<file path="src/rtl/note_pkg.sv">
// Shared widths and FSM encoding for the note interface (sequencer and player).
package note_pkg;
    localparam int NOTE_W   = 6;
    localparam int LEN_W    = 5;
    localparam int INSTR_W  = 4;
    localparam int REMAIN_W = 6;

    localparam logic [NOTE_W-1:0] REST_NOTE = '0;

    localparam logic [1:0] ST_IDLE = 2'd0;
    localparam logic [1:0] ST_REQ  = 2'd1;
    localparam logic [1:0] ST_WAIT = 2'd2;
    localparam logic [1:0] ST_PLAY = 2'd3;

    // Length field encodes duration minus one; widen first so 31 maps to 32.
    function automatic logic [REMAIN_W-1:0] len_to_ticks(input logic [LEN_W-1:0] len);
        return REMAIN_W'(len) + REMAIN_W'(1);
    endfunction
endpackage

</file>
<file path="src/rtl/note_duration_counter.sv">
// Tick down-counter holding the remaining duration of the current note.
module note_duration_counter
    import note_pkg::*;
(
    input  logic                clk,
    input  logic                rst,
    input  logic                load,
    input  logic [REMAIN_W-1:0] load_ticks,
    input  logic                dec,
    output logic [REMAIN_W-1:0] remain,
    output logic [REMAIN_W-1:0] remain_next,
    output logic                done
);
    always_comb begin
        remain_next = remain;
        if (load)
            remain_next = load_ticks;
        else if (dec && (remain != '0))
            remain_next = remain - REMAIN_W'(1);
    end

    // Terminal count: the tick that takes the counter from 1 to 0.
    assign done = dec && !load && (remain == REMAIN_W'(1));

    always_ff @(posedge clk or posedge rst) begin
        if (rst)
            remain <= '0;
        else
            remain <= remain_next;
    end
endmodule

</file>
<file path="src/rtl/note_player.sv">
// Per-channel note consumer: fetches notes from the sequencer and gates the voice.
//   state   | meaning
//   IDLE    | stopped, waiting for i_enable
//   REQ     | o_note_stb high for this single cycle
//   WAIT    | waiting for i_note_valid (abort if i_enable drops)
//   PLAY    | holding the note, counting tempo ticks down
module note_player
    import note_pkg::*;
#(
    parameter int RELEASE_TICKS = 1
) (
    input  logic               i_clk,
    input  logic               i_rst,
    input  logic               i_enable,
    input  logic               i_tick,
    output logic               o_note_stb,
    input  logic               i_note_valid,
    input  logic [NOTE_W-1:0]  i_note,
    input  logic [LEN_W-1:0]   i_note_len,
    input  logic [INSTR_W-1:0] i_instrument,
    output logic [NOTE_W-1:0]  o_voice_note,
    output logic [INSTR_W-1:0] o_voice_instrument,
    output logic               o_gate,
    output logic               o_note_on,
    output logic               o_busy
);
    localparam logic [REMAIN_W-1:0] REL = REMAIN_W'(RELEASE_TICKS);

    logic [1:0]          state;
    logic [1:0]          state_next;
    logic                load;
    logic                dec;
    logic                done;
    logic [REMAIN_W-1:0] remain;
    logic [REMAIN_W-1:0] remain_next;
    logic [NOTE_W-1:0]   note_next;

    assign load = (state == ST_WAIT) && i_enable && i_note_valid;
    assign dec  = (state == ST_PLAY) && i_tick && (remain != '0);

    note_duration_counter u_counter (
        .clk         (i_clk),
        .rst         (i_rst),
        .load        (load),
        .load_ticks  (len_to_ticks(i_note_len)),
        .dec         (dec),
        .remain      (remain),
        .remain_next (remain_next),
        .done        (done)
    );

    always_comb begin
        state_next = state;
        case (state)
            ST_IDLE: if (i_enable) state_next = ST_REQ;
            ST_REQ:  state_next = ST_WAIT;
            ST_WAIT: begin
                if (!i_enable)
                    state_next = ST_IDLE;
                else if (i_note_valid)
                    state_next = ST_PLAY;
            end
            ST_PLAY: if (done) state_next = i_enable ? ST_REQ : ST_IDLE;
            default: state_next = ST_IDLE;
        endcase
    end

    assign note_next = load ? i_note : o_voice_note;

    // Outputs are registered from next-state values so they line up with the state.
    always_ff @(posedge i_clk or posedge i_rst) begin
        if (i_rst) begin
            state              <= ST_IDLE;
            o_note_stb         <= 1'b0;
            o_voice_note       <= '0;
            o_voice_instrument <= '0;
            o_gate             <= 1'b0;
            o_note_on          <= 1'b0;
            o_busy             <= 1'b0;
        end else begin
            state      <= state_next;
            o_note_stb <= (state_next == ST_REQ);
            o_busy     <= (state_next != ST_IDLE);
            o_note_on  <= load && (i_note != REST_NOTE);
            o_gate     <= (state_next == ST_PLAY) && (note_next != REST_NOTE)
                          && (remain_next > REL);
            if (load) begin
                o_voice_note       <= i_note;
                o_voice_instrument <= i_instrument;
            end
        end
    end
endmodule

</file>
<file path="config.mk">
export PLATFORM = sky130hd
export DESIGN_NAME = note_player
export DESIGN_NICKNAME = d
export VERILOG_FILES = /design/src/rtl/note_pkg.sv /design/src/rtl/note_duration_counter.sv /design/src/rtl/note_player.sv
export SDC_FILE = /design/constraint.sdc
export NUM_CORES = 1
export LEC_CHECK = 0
export ABC_AREA = 1
export CAP_MARGIN = 5
export CORE_UTILIZATION = 47
export CTS_CLUSTER_DIAMETER = 60
export CTS_CLUSTER_SIZE = 28
export DETAILED_ROUTE_END_ITERATION = 10
export GPL_TIMING_DRIVEN = 0
export PLACE_DENSITY = 0.79
export SYNTH_ARGS = -nofsm -noshare
export SYNTH_HDL_FRONTEND = slang
export SYNTH_SLANG_ARGS = --single-unit
</file>
<file path="constraint.sdc">
create_clock -name i_clk -period 2.1 [get_ports i_clk]
set_input_delay 0.21 -clock i_clk [delete_from_list [all_inputs] [get_ports i_clk]]
set_output_delay 0.21 -clock i_clk [all_outputs]
set_load 0.01 [all_outputs]
</file>
== Word level (Yosys, flattened, before mapping) ==
Cells that the tools add are included.

* Add/subtract/negate cells: 2
* Magnitude comparators: 1
* Eq/ne operators: 6
* Mux-type cells: 9
* Reductions and logical operators: 16

{| class="wikitable"
|+ Operators by type and width
! operator !! number
|-
| $mux 6 || 3
|-
| $reduce_bool 6->1 || 3
|-
| $logic_and 1x1->1 || 10
|-
| $mux 2 || 4
|-
| $pmux 2 s4 || 1
|-
| $add 5x1->6 const B || 1
|-
| $eq 2x2->1 const B || 3
|-
| $eq 6x1->1 const B || 1
|-
| $gt 6x1->1 const B || 1
|-
| $sub 6x1->6 const B || 1
|-
| $eq 2x1->1 const B || 2
|-
| $logic_not 2->1 || 1
|-
| $reduce_bool 2->1 || 1
|-
| $logic_not 1->1 || 1
|-
| $mux 1 || 1
|}

* Bits in registers: 22
* Input bits: 20
* Output and inout port bits: 14
* Logic and storage cells: 42

== Logic depth before layout (Yosys ltp) ==
* Word-level depth: 11
* Depth in mapped cells: 12
* Mapped depth without buffers: 12

== Modules after synthesis ==
From an unflattened synthesis, not the netlist that was laid out.

* Cells, all modules: 172
* Area, all modules: 1312.5 um^2

{| class="wikitable"
|+ Modules (own cells, without submodules)
! module !! times used !! cells an instance !! area an instance (um^2) !! seq. area each (um^2)
|-
| note_player || 1 || 104 || 850.8 || 400.4
|-
| note_duration_counter || 1 || 68 || 461.7 || 150.1
|}

== Least setup slack after synthesis ==
No wires, ideal clock.

* Path type: register -> register
* Start point: register u_counter.remain[0]
* End point: register o_gate
* Library setup time: 0.113 ns
* Arrival: 1.374 ns
* Data required time: 1.987 ns
* Setup slack: 0.613 ns
* Stages on the path, launching flop included: 12
* Buffers on the path: 0
* Clock period less this slack: 1.487 ns
* Cell sequence: dfrtp_1 inv_1 ha_1 inv_1 nor3_1 nand4_1 nand3_1 nand2_1 nor2_1 nand3_1 nand2_1 inv_1

* Elaborated cells on any way between the ends: 15
* Classes of those cells: add/sub (1); order compare (1); eq/ne (2); mux (4); reduce/logical (7)

{| class="wikitable"
|+ RTL lines
! element !! RTL line !! text
|-
| from (decl) || note_duration_counter.sv:10 || <nowiki>output logic [REMAIN_W-1:0] remain,</nowiki>
|-
| from (signal assigned) || note_duration_counter.sv:29 || <nowiki>remain <= remain_next;</nowiki>
|-
| parallel branches: the longest is 3 deep, another holds $sub 6x1->6 || - ||
|-
| $mux 6 (*) || note_duration_counter.sv:18 || <nowiki>else if (dec && (remain != '0))</nowiki>
|-
| $mux 6 (*) || note_duration_counter.sv:16 || <nowiki>if (load)</nowiki>
|-
| named net remain_next[4] || note_player.sv:35 || <nowiki>logic [REMAIN_W-1:0] remain_next;</nowiki>
|-
| $gt 6x1->1 (*) || note_player.sv:86 || <nowiki>&& (remain_next > REL);</nowiki>
|-
| $logic_and 1x1->1 (*) || note_player.sv:86 ||
|-
| to (signal assigned) || note_player.sv:85 || <nowiki>o_gate <= (state_next == ST_PLAY) && (note_next != REST_NOTE)</nowiki>
|-
| to (decl) || note_player.sv:23 || <nowiki>output logic o_gate,</nowiki>
|}

Mark *: on every way through the listed nets, which the timed path passes.
A chain may end at the register's enable or synchronous reset.

== Worst setup path in the final report ==
Same ends and word-level chain as after synthesis.

==> flow_summary.toml <==
[status]
status = "finished, final reports clean"

[clock_network]
htreeDepth = 1
cts-root-buf = "clkbuf_4"
cts_tree = "built"
cts_buffer_depth = 2
cts_sinks = 22
post_cts_resized = 0
clk_pin_slew_ns = 0.11
clk_latency_ns = 0.30
post_cts_buffers = 0
holdBufCountCts = 0
cts_buffers = 3

[sta]
fin_tns_setup_ns = 0
skew_ns = 0.004572
slew_headroom_pct = 45.96
post-route-min-period_ns = 1.722
clock.fmax_mhz = 580.9
hold_ws_ns = 0.3649
period_share_pct = 81.98
tightest_slew_ns = 0.8097
hold_viol_final = 0
finalSetupViolations = 0
rsz0062_at_grt = "no"
slew_violations = 0

[pwr]
p_int_mw = 1.190
p_leak_nw = 0.8249
p_sw_share_pct = 41.70
combPwrFrac_pct = 54.2
power_density_nw_per_um2 = 1255
power_frac_clock_pct = 9.1
p_switching_mw = 0.8508
vdd_drop_max_v = 0.0008322
seqPwrFrac_pct = 36.7

[layout]
multi_input_area_um2 = 551.8
antennaDiodeCount = 0
area_growth_pct = 31.61
seqCellArea_um2 = 550.5
drive_gt1_share_pct = 11.34
final_nets = 219
nFillCells = 222
stdcell_count = 224

[route]
vias_per_cell = 4.960
avgRoutedWirePerCell_um = 12.05
wl_met1_um = 1128
drc = 0
first_pass_iters = 4
drtIter0Drc = 21
num_vias = 1111
antenna_left = 0
drt_wl_total_um = 2699
wl_met3_um = 120
wl_met2_um = 1394
top_layer_used = "met4"

[global_route]
grt_first_pass_wirelength_um = 4326
antenna_found_initial = 0
grt_overflow_total = 0
grt_max_degree = 23
first_global_vias = 1048
grt_usage_pct = 21.55

[logic_synthesis]
syn_avg_cell_area_um2 = 7.816
yosysSeqAreaShare_pct = 44.58
synth_area_um2 = 1235
ys_ff_latch = 22
synth_fp_nets = 181
synthTopCellsByArea = "dfrtp_1 (45%), nand2_1 (14%), inv_1 (7.0%)"
synth_top_area_share_pct = 44.58
yosysTopAreaCell = "dfrtp_1"
synth_cell_types = 27
synth_warnings = 0
synthCells = 158

[floorplanning]
start_util_pct = 49.85
ios = 34
rows = 18
die_h_um = 53.26
die_w_um = 53.26
core_area_um2 = 2477
die_area_um2 = 2837

[worst_setup_path]
critPathLaunchType = "flip-flop"
worstPathArrival_ns = 1.93
crit_path_start = "u_counter.remain[0]$_DFF_PP0_"
cp.required_ns = 2.31
path_max_fanout = 5
end_kind = "flip-flop"
reg2reg_depth = 11
r2r-start = "u_counter.remain[0]$_DFF_PP0_"
critPathCapture = "o_gate$_DFF_PP0_"
crit_type = "flip-flop to flip-flop"
r2r_setup_slack_ns = 0.38
rr_endpoint = "o_gate$_DFF_PP0_"

[placed_design]
dp_cells = 221
post-dp-hpwl_um = 2179
gp_congestion = 0.7402
port_buffers = 33

[flow_run]
drv_cap = 0

[min_path]
hold_path_class = "primary input to asynchronous set/reset pin"
==> power groups by stage <==
stage	Sequential [mW]	Clock, mW	Combinational [mW]
after floorplan	0.799	0	0.630
after global placement	0.750	0	1.07
after detailed placement	0.756	0	1.11
after CTS	0.749	0.191	1.11
after global routing	0.772	0.206	1.24
final	0.748	0.186	1.11
==> worst min-delay path by stage <==
stage | start | end | slack [ns]
5_1_grt | i_instrument[3] | o_voice_instrument[3]$_DFFE_PP0P_ | 0.43
3_5_place_dp | o_voice_instrument[2]$_DFFE_PP0P_ | o_voice_instrument[2]$_DFFE_PP0P_ | 0.47
4_1_cts | i_rst | o_voice_note[4]$_DFF_PP0_ | 0.39
6_report | i_rst | o_voice_note[5]$_DFF_PP0_ | 0.36
2_1_floorplan | i_rst | o_busy$_DFF_PP0_ | 0.20
3_3_place_gp | o_voice_instrument[2]$_DFFE_PP0P_ | o_voice_instrument[2]$_DFFE_PP0P_ | 0.47
==> stage by stage <==
stage | area (µm²) | total power [mW] | utilization, % | setup WS [ns]
floorplan | 1235 | 1.429 | - | 0.6128
global placement | 1603 | 1.818 | 64.70 | 0.3075
detailed placement | 1603 | 1.864 | 64.70 | 0.2509
CTS | 1625 | 2.054 | 65.61 | 0.3988
global route | 1625 | 2.223 | 65.61 | 0.2230
finish | 1625 | 2.040 | 65.61 | 0.3785
==> cells in the mapped netlist, drive strengths merged <==
cell type / instances
dfrtp: 22
o31ai: 1
a21oi: 1
ha: 3
nand3: 18
nand4: 6
xor2: 2
nand2: 50
clkinv: 1
o21ai: 9
buf: 4
or2: 1
nor3: 2
a31o: 1
inv: 25
nor2: 12
==> logic make-up (layout without fill, tap and decap cells) <==
family                   count (synthesis)  count (layout)  synth area share, %
AND/OR/NAND/NOR                         89              89                34.55
XOR/XNOR                                 2               2                1.419
adder cells (fa/ha/maj)                  3               3                3.040
buffers and inverters                   30              66                10.74
AO/OA/AOI/OAI                           12              12                5.673
flip-flops                              22              22                44.58
==> cells in the final DEF, fill, tap and decap left out <==
| cell | n |
|---|---|
| dfrtp_1 | 22 |
| a31o_2 | 1 |
| o21ai_0 | 5 |
| nand2_4 | 1 |
| or2_2 | 1 |
| nand2_1 | 45 |
| nor2_2 | 1 |
| nand3_2 | 2 |
| nand2_2 | 4 |
| nor2_4 | 1 |
| clkbuf_4 | 3 |
| buf_4 | 1 |
| buf_6 | 2 |
| clkdlybuf4s50_1 | 33 |
| nor3_1 | 2 |
| ha_1 | 3 |
| a21oi_1 | 1 |
| clkinv_1 | 1 |
| o21ai_1 | 3 |
| nand3_4 | 1 |
| o31ai_1 | 1 |
| nand3_1 | 15 |
| buf_2 | 1 |
| o21ai_2 | 1 |
| inv_1 | 23 |
| nor2_1 | 10 |
| nand4_1 | 6 |
| inv_2 | 2 |
| xor2_1 | 2 |
==> flip-flops by register name, indices dropped and copies added (netlist names) <==
signal,count
o_busy,1
o_gate,1
o_note_on,1
o_note_stb,1
o_voice_instrument,4
o_voice_note,6
state,2
u_counter.remain,6
==> per-layer routing <==
metal  GRT usage, %  vias up
met3          4.023        7
met4          8.772        0
met1          24.23      502
met5              0        -
met2          39.17       32
li1               -      570
==> final cells by class <==
class	instances	area share [%]
multi-input cells	106	33.95
flip-flops and latches	22	33.87
repair buffers	33	20.32
inverters	26	6.005
well taps	30	2.309
plain buffers	4	2.156
clock buffers	3	1.386
==> worst max-delay path, cell delays in order (launching register included) <==
cell and delay [ns]:
dfrtp_1 0.41, inv_1 0.15, ha_1 0.24, inv_1 0.06, nor3_1 0.18, nand4_1 0.13, nand3_1 0.11, nand2_1 0.06
nor2_1 0.10, nand3_1 0.09, nand2_1 0.06, inv_1 0.04
No activity file was read; power rests on OpenSTA's default activity.
